### config.mk
export PLATFORM = sky130hd
export DESIGN_NAME = sample_iter_ctrl_flat
export DESIGN_NICKNAME = d
export VERILOG_FILES = /design/src/rtl/sample_iter_ctrl_if.sv /design/src/rtl/sample_iter_ctrl.sv /design/src/flat_wrapper.sv
export SDC_FILE = /design/constraint.sdc
export NUM_CORES = 2
export LEC_CHECK = 0
export BUFFER_PORTS_ARGS = -buffer_cell sky130_fd_sc_hd__buf_2
export CORE_AREA = 2 2 348 350
export CTS_CLUSTER_DIAMETER = 120
export DETAILED_ROUTE_END_ITERATION = 10
export DIE_AREA = 0 0 350 352
export HOLD_SLACK_MARGIN = 0.03
export PLACE_DENSITY = 0.56
export SLEW_MARGIN = 30
export SYNTH_ARGS = -nofsm -noshare
export SYNTH_HDL_FRONTEND = slang
export SYNTH_SLANG_ARGS = --single-unit
### constraint.sdc
create_clock -name clk -period 4.14 [get_ports clk]
set_input_delay 0.621 -clock clk [delete_from_list [all_inputs] [get_ports clk]]
set_output_delay 0.621 -clock clk [all_outputs]
set_load 0.01 [all_outputs]
### src/rtl/sample_iter_ctrl_if.sv
// Triangle/box handoff from bbox plus sample-chunk bus to sampletest.
// slave = the iterator, master = the surrounding pipeline.
interface sample_iter_ctrl_if #(
  parameter int SIGFIG = 24,
  parameter int VERTS  = 3,
  parameter int AXIS   = 3,
  parameter int COLORS = 3,
  parameter int SAMPS  = 4
);
  logic [VERTS-1:0][AXIS-1:0][SIGFIG-1:0] tri_R13S;
  logic [COLORS-1:0][SIGFIG-1:0]          color_R13U;
  logic [1:0][1:0][SIGFIG-1:0]            box_R13S;
  logic [SIGFIG-1:0]                      step_R13U;
  logic                                   validTri_R13H;
  logic                                   halt_R13H;
  logic [VERTS-1:0][AXIS-1:0][SIGFIG-1:0] tri_R14S;
  logic [COLORS-1:0][SIGFIG-1:0]          color_R14U;
  logic [1:0][SAMPS-1:0][SIGFIG-1:0]      sample_R14S;
  logic [SAMPS-1:0]                       validSamp_R14H;
  logic                                   halt_R14H;

  modport slave (
    input  tri_R13S, color_R13U, box_R13S, step_R13U, validTri_R13H, halt_R14H,
    output halt_R13H, tri_R14S, color_R14U, sample_R14S, validSamp_R14H
  );

  modport master (
    output tri_R13S, color_R13U, box_R13S, step_R13U, validTri_R13H, halt_R14H,
    input  halt_R13H, tri_R14S, color_R14U, sample_R14S, validSamp_R14H
  );
endinterface

### src/rtl/sample_iter_ctrl.sv
// Raster-walks a triangle's bbox, SAMPS x-adjacent samples per cycle; first chunk 1 cycle after accept.
// halt_R14H freezes everything; halt_R13H stalls bbox. ITER_BACK2BACK_EN: accept next tri on last chunk.
module sample_iter_ctrl #(
  parameter int SIGFIG = 24,
  parameter int RADIX  = 10,
  parameter int VERTS  = 3,
  parameter int AXIS   = 3,
  parameter int COLORS = 3,
  parameter int SAMPS  = 4
) (
  input logic               clk,
  input logic               rst,
  sample_iter_ctrl_if.slave bus
);
  typedef enum logic {WAIT, TEST} state_t;

  state_t                                 state_q, state_d;
  logic [VERTS-1:0][AXIS-1:0][SIGFIG-1:0] tri_q, tri_d, tri_out_q, tri_out_d;
  logic [COLORS-1:0][SIGFIG-1:0]          color_q, color_d, color_out_q, color_out_d;
  logic [SIGFIG-1:0]                      llx_q, llx_d, urx_q, urx_d, ury_q, ury_d;
  logic [SIGFIG-1:0]                      step_q, step_d, curx_q, curx_d, cury_q, cury_d;
  logic [1:0][SAMPS-1:0][SIGFIG-1:0]      samp_q, samp_d;
  logic [SAMPS-1:0]                       vld_q, vld_d;

  logic [SIGFIG-1:0] nx, ny, lane_x;
  logic              row_end, last_chunk, accept;

  assign nx         = curx_q + SIGFIG'(SAMPS) * step_q;
  assign ny         = cury_q + step_q;
  assign row_end    = $signed(nx) > $signed(urx_q);
  assign last_chunk = (state_q == TEST) && row_end && ($signed(ny) > $signed(ury_q));

`ifdef ITER_BACK2BACK_EN
  assign bus.halt_R13H = bus.halt_R14H | ((state_q == TEST) & ~last_chunk);
`else
  assign bus.halt_R13H = bus.halt_R14H | (state_q == TEST);
`endif
  // halt_R13H already folds in state and downstream stall, so it doubles as the accept gate.
  assign accept = bus.validTri_R13H & ~bus.halt_R13H;

  always_comb begin
    state_d     = state_q;
    tri_d       = tri_q;
    color_d     = color_q;
    tri_out_d   = tri_out_q;
    color_out_d = color_out_q;
    llx_d       = llx_q;
    urx_d       = urx_q;
    ury_d       = ury_q;
    step_d      = step_q;
    curx_d      = curx_q;
    cury_d      = cury_q;
    samp_d      = samp_q;
    vld_d       = vld_q;
    lane_x      = '0;
    if (!bus.halt_R14H) begin
      vld_d = '0;
      if (state_q == TEST) begin
        for (int i = 0; i < SAMPS; i++) begin
          lane_x       = curx_q + SIGFIG'(i) * step_q;
          samp_d[0][i] = lane_x;
          samp_d[1][i] = cury_q;
          vld_d[i]     = $signed(lane_x) <= $signed(urx_q);
        end
        tri_out_d   = tri_q;
        color_out_d = color_q;
        if (!row_end) begin
          curx_d = nx;
        end else begin
          curx_d = llx_q;
          cury_d = ny;
        end
        if (last_chunk) state_d = WAIT;
      end
      if (accept) begin
        tri_d   = bus.tri_R13S;
        color_d = bus.color_R13U;
        llx_d   = bus.box_R13S[0][0];
        urx_d   = bus.box_R13S[1][0];
        ury_d   = bus.box_R13S[1][1];
        step_d  = bus.step_R13U;
        curx_d  = bus.box_R13S[0][0];
        cury_d  = bus.box_R13S[0][1];
        state_d = TEST;
      end
    end
  end

  always_ff @(posedge clk) begin
    if (rst) begin
      state_q     <= WAIT;
      tri_q       <= '0;
      color_q     <= '0;
      tri_out_q   <= '0;
      color_out_q <= '0;
      llx_q       <= '0;
      urx_q       <= '0;
      ury_q       <= '0;
      step_q      <= '0;
      curx_q      <= '0;
      cury_q      <= '0;
      samp_q      <= '0;
      vld_q       <= '0;
    end else begin
      state_q     <= state_d;
      tri_q       <= tri_d;
      color_q     <= color_d;
      tri_out_q   <= tri_out_d;
      color_out_q <= color_out_d;
      llx_q       <= llx_d;
      urx_q       <= urx_d;
      ury_q       <= ury_d;
      step_q      <= step_d;
      curx_q      <= curx_d;
      cury_q      <= cury_d;
      samp_q      <= samp_d;
      vld_q       <= vld_d;
    end
  end

  assign bus.tri_R14S       = tri_out_q;
  assign bus.color_R14U     = color_out_q;
  assign bus.sample_R14S    = samp_q;
  assign bus.validSamp_R14H = vld_q;

  // Lanes walk at step granularity, so the step must be a nonzero power of two inside the word.
  a_legal_input: assert property (@(posedge clk) disable iff (rst)
    accept |-> ((RADIX < SIGFIG) && (bus.step_R13U != '0) &&
                ((bus.step_R13U & (bus.step_R13U - 1'b1)) == '0) &&
                ($signed(bus.box_R13S[0][0]) <= $signed(bus.box_R13S[1][0])) &&
                ($signed(bus.box_R13S[0][1]) <= $signed(bus.box_R13S[1][1]))));
endmodule

### src/flat_wrapper.sv
// flat-port wrapper written by rule: the top's interface ports become plain ports
module sample_iter_ctrl_flat 
#(
  parameter int SIGFIG = 24,
  parameter int RADIX  = 10,
  parameter int VERTS  = 3,
  parameter int AXIS   = 3,
  parameter int COLORS = 3,
  parameter int SAMPS  = 4
)
  (clk, rst, bus_tri_R13S, bus_color_R13U, bus_box_R13S, bus_step_R13U, bus_validTri_R13H, bus_halt_R14H, bus_halt_R13H, bus_tri_R14S, bus_color_R14U, bus_sample_R14S, bus_validSamp_R14H);
  sample_iter_ctrl_if #(.SIGFIG(SIGFIG), .VERTS(VERTS), .AXIS(AXIS), .COLORS(COLORS), .SAMPS(SAMPS)) bus_i ();
  input logic clk;
  input logic rst;
  input wire logic [$bits(bus_i.tri_R13S)-1:0] bus_tri_R13S;
  input wire logic [$bits(bus_i.color_R13U)-1:0] bus_color_R13U;
  input wire logic [$bits(bus_i.box_R13S)-1:0] bus_box_R13S;
  input wire logic [$bits(bus_i.step_R13U)-1:0] bus_step_R13U;
  input wire logic [$bits(bus_i.validTri_R13H)-1:0] bus_validTri_R13H;
  input wire logic [$bits(bus_i.halt_R14H)-1:0] bus_halt_R14H;
  output wire logic [$bits(bus_i.halt_R13H)-1:0] bus_halt_R13H;
  output wire logic [$bits(bus_i.tri_R14S)-1:0] bus_tri_R14S;
  output wire logic [$bits(bus_i.color_R14U)-1:0] bus_color_R14U;
  output wire logic [$bits(bus_i.sample_R14S)-1:0] bus_sample_R14S;
  output wire logic [$bits(bus_i.validSamp_R14H)-1:0] bus_validSamp_R14H;
  assign bus_i.tri_R13S = bus_tri_R13S;
  assign bus_i.color_R13U = bus_color_R13U;
  assign bus_i.box_R13S = bus_box_R13S;
  assign bus_i.step_R13U = bus_step_R13U;
  assign bus_i.validTri_R13H = bus_validTri_R13H;
  assign bus_i.halt_R14H = bus_halt_R14H;
  assign bus_halt_R13H = bus_i.halt_R13H;
  assign bus_tri_R14S = bus_i.tri_R14S;
  assign bus_color_R14U = bus_i.color_R14U;
  assign bus_sample_R14S = bus_i.sample_R14S;
  assign bus_validSamp_R14H = bus_i.validSamp_R14H;
  sample_iter_ctrl #(.SIGFIG(SIGFIG), .RADIX(RADIX), .VERTS(VERTS), .AXIS(AXIS), .COLORS(COLORS), .SAMPS(SAMPS)) u_core (.clk(clk), .rst(rst), .bus(bus_i));
endmodule
==> impl_metrics.toml <==
[run_status]
status = "finished, violations left"
violations = "negative setup slack"

[timing]
finalHoldViolCount = 0
timing.final.crit_period_ns = 4.55
worst_slack_ns = -0.413
slew_viol_final = 0
period_share = 1.10
whs_ns = 0.145
rsz0062_at_grt = "yes"
worst-slew-pin-transition_ns = 1.18
slew_headroom = 0.215
finClkSkew_ns = 0.0575
max_freq_mhz = 220
setup_violations = 52

[setup_path]
crit_path_end_kind = "flip-flop"
critPathLaunchType = "flip-flop"
critPathKind = "flip-flop to flip-flop"
crit_start = "u_core.step_q[1]$_SDFFE_PP0P_"
cp_max_fo = 14
worstPathArrival_ns = 5.14
reg2reg_from = "u_core.step_q[1]$_SDFFE_PP0P_"
critPathRequiredTime_ns = 4.72

[global_route]
grt_overflow = 0
antenna_found_initial = 51
grt_pass1_wl_mm = 225
track_usage = 0.240
first_global_vias = 35300
grt_max_degree = 201

[synth]
yosys.area.top_type = "dfxtp_1"
synth.distinct_cells = 73
ys_async_sr_fraction = 0
yosys_register_bits = 843
syn-instance-count = 4922
synthTopCellsByArea = "dfxtp_1, nand2_1, a21oi_1"
synth_edf_count = 0
netlist.area_leader.share = 0.439
synth_flop_cell = "dfxtp_1"
synth.avg_cell_area_um2 = 7.82
syn_area_um2 = 38500
syn_nets = 5612
synth_seq_area_share = 0.439
synth_warnings = 0

[finish]
drive_gt1_frac = 0.253
post-route-util = 0.419
most-common-layout-cells = "nand2_1, a21oi_1, buf_2, dfxtp_1, buf_4"
area_delta_synth_final_pct = 30.0
fin_nets = 6561
layout_commonest_cell = "nand2_1"
fill_cells = 12400

[clocking]
cts_made_buffers = 94
clkTransAtPathRegs_ns = 0.06
cts_tree = "built"
htree_levels = 3
clockRootBuffer = "clkbuf_16"
cts-hold-fix-buffers = 0
insertion_delay_ns = 0.71
cts_sinks = 843
clock_path_buffers = 3

[floorplan]
die_y_um = 352
io-pin-count = 897
die_w_um = 350
initial_core_util = 0.322
num_rows = 127
die_area_um2 = 123000
coreArea_um2 = 119000

[placed_design]
place.gp.congestion = 0.934
dpl.hpwl_mm = 115
io_buffers = 896

[drt]
drt-total-wl_mm = 155
ant_nets = 0
drt-initial-drc-count = 2848
post_drt_via_cell_ratio = 4.96
drc = 0
route.vias.total = 37600
wl_per_cell_um = 20.4
first_pass_iters = 7

[min_path]
hold_start = "bus_color_R13U[48]"
hold_class = "input port to flip-flop"

[power]
power_density_nw_per_um2 = 440
p_leak_nw = 21.9
vdd_drop_max_mv = 0.386

[run]
drv_cap = 0
final timing paths:
check / end / slack, ns / depth (start not counted)
max: u_core.cury_q[6]$_SDFFE_PP0P_ / -0.41 / 23
min: u_core.color_q[48]$_SDFFE_PP0P_ / 0.14 / 3
max reg2reg: u_core.cury_q[6]$_SDFFE_PP0P_ / -0.41 / 23
min reg2reg: u_core.bus.color_R14U[28]$_SDFFE_PP0P_ / 0.41 / 2
metrics by stage:
| stage | setup WS [ns] | power (mW) | TNS [ns] | std cells | instance area [um2] |
|---|---|---|---|---|---|
| after floorplan | 0.00204 | 11.4 | 0 | 4922 | 38600 |
| after global placement | -0.385 | 13.1 | -10.21 | 7350 | 45900 |
| after detailed placement | -0.469 | 13.2 | -15.57 | 7350 | 45900 |
| after CTS | -0.396 | 22.0 | -14.65 | 7545 | 49700 |
| after global routing | -0.651 | 23.0 | -28.35 | 7566 | 50000 |
| final | -0.413 | 22.0 | -16.59 | 7579 | 50000 |
layout make-up:
class | count | area (um2) | share of cell area
Sequential cell | 843 | 16900 | 0.338
Timing Repair Buffer | 1222 | 7290 | 0.146
Tap cell | 1612 | 2020 | 0.0403
Clock buffer | 137 | 2830 | 0.0565
Multi-Input combinational cell | 3618 | 20200 | 0.404
Inverter | 92 | 348 | 0.00695
Clock inverter | 33 | 410 | 0.00820
Antenna cell | 22 | 55.1 | 0.00110
logic make-up after synthesis:
| logic type | after synthesis | synth area share |
|---|---|---|
| XOR/XNOR | 105 | 0.0239 |
| adder cells (fa/ha/maj) | 278 | 0.0957 |
| AND/OR/NAND/NOR | 1967 | 0.202 |
| flip-flops | 843 | 0.439 |
| multiplexers | 27 | 0.00712 |
| buffers and inverters | 461 | 0.0524 |
| AO/OA/AOI/OAI | 1241 | 0.180 |
sequential cells by signal, summed over array words and instances, names as in the netlist:
signal / cells
u_core.state_q: 1
u_core.llx_q: 24
u_core.bus.color_R14U: 72
u_core.ury_q: 24
u_core.bus.tri_R14S: 216
u_core.step_q: 24
u_core.bus.validSamp_R14H: 4
u_core.curx_q: 24
u_core.urx_q: 24
u_core.color_q: 72
u_core.tri_q: 216
u_core.cury_q: 24
u_core.bus.sample_R14S: 118
cell usage after synthesis, types with 3 or more instances:
cell type and count:
nand2_1 1675, a21oi_1 919, dfxtp_1 843, clkbuf_1 283, ha_1 251, nor2_1 116
inv_1 91, xnor2_1 82, o21ai_0 80, buf_4 74, a21o_1 68, nand4_1 40
nor2b_1 28, fa_1 27, nand2b_1 27, a211oi_1 26, mux2i_1 24, nand3_1 24
xor2_1 23, nor3_1 21, o21a_1 21, a31oi_1 16, a311oi_1 14, o21ai_1 11
o211ai_1 10, and3_1 9, nor4_1 9, buf_1 7, o21bai_1 7, o22ai_1 6
a221oi_1 5, a41oi_1 5, buf_2 5, o31ai_1 5, a2111oi_0 4, o41ai_2 4
a221oi_2 3, a31o_2 3, and2_1 3, mux2_2 3, o211a_1 3, or2_2 3
or3_1 3
worst max-delay path, cell delays in order, from the launching register on:
cell      delay, ns
dfxtp_4        0.35
buf_6          0.12
ha_4           0.22
a211oi_4       0.29
o211a_1        0.27
o31ai_4        0.08
o41ai_2        0.20
buf_4          0.17
o41ai_2        0.06
buf_4          0.17
o41ai_4        0.25
xnor2_2        0.12
ha_1           0.30
nand4_1        0.26
nor4_4         0.34
o31ai_2        0.12
nand4_1        0.13
o211a_4        0.19
inv_4          0.06
a21oi_4        0.14
buf_12         0.17
buf_12         0.14
nor2_1         0.05
a311oi_2       0.22
power by group:
| part | internal [mW] | switching [mW] | leakage (nW) |
|---|---|---|---|
| Combinational | 1.90 | 2.72 | 13.5 |
| Clock | 4.92 | 3.73 | 1.57 |
| Sequential | 8.49 | 0.264 | 6.85 |
metal layers:
metal,vias to the layer above,GRT usage,wire (um)
met5,-,0,311
met4,48,0.0737,4420
li1,18300,-,-
met1,17900,0.306,65100
met3,258,0.0565,11600
met2,1128,0.401,73400
timing repair:
action | CTS | global route
gates resized for setup | 73 | 59
gates cloned | 1 | 1
buffers inserted | 26 | 11
setup endpoints to repair | 52 | 52
pin swaps | 74 | 66
Power figures use the tool's default switching activity.
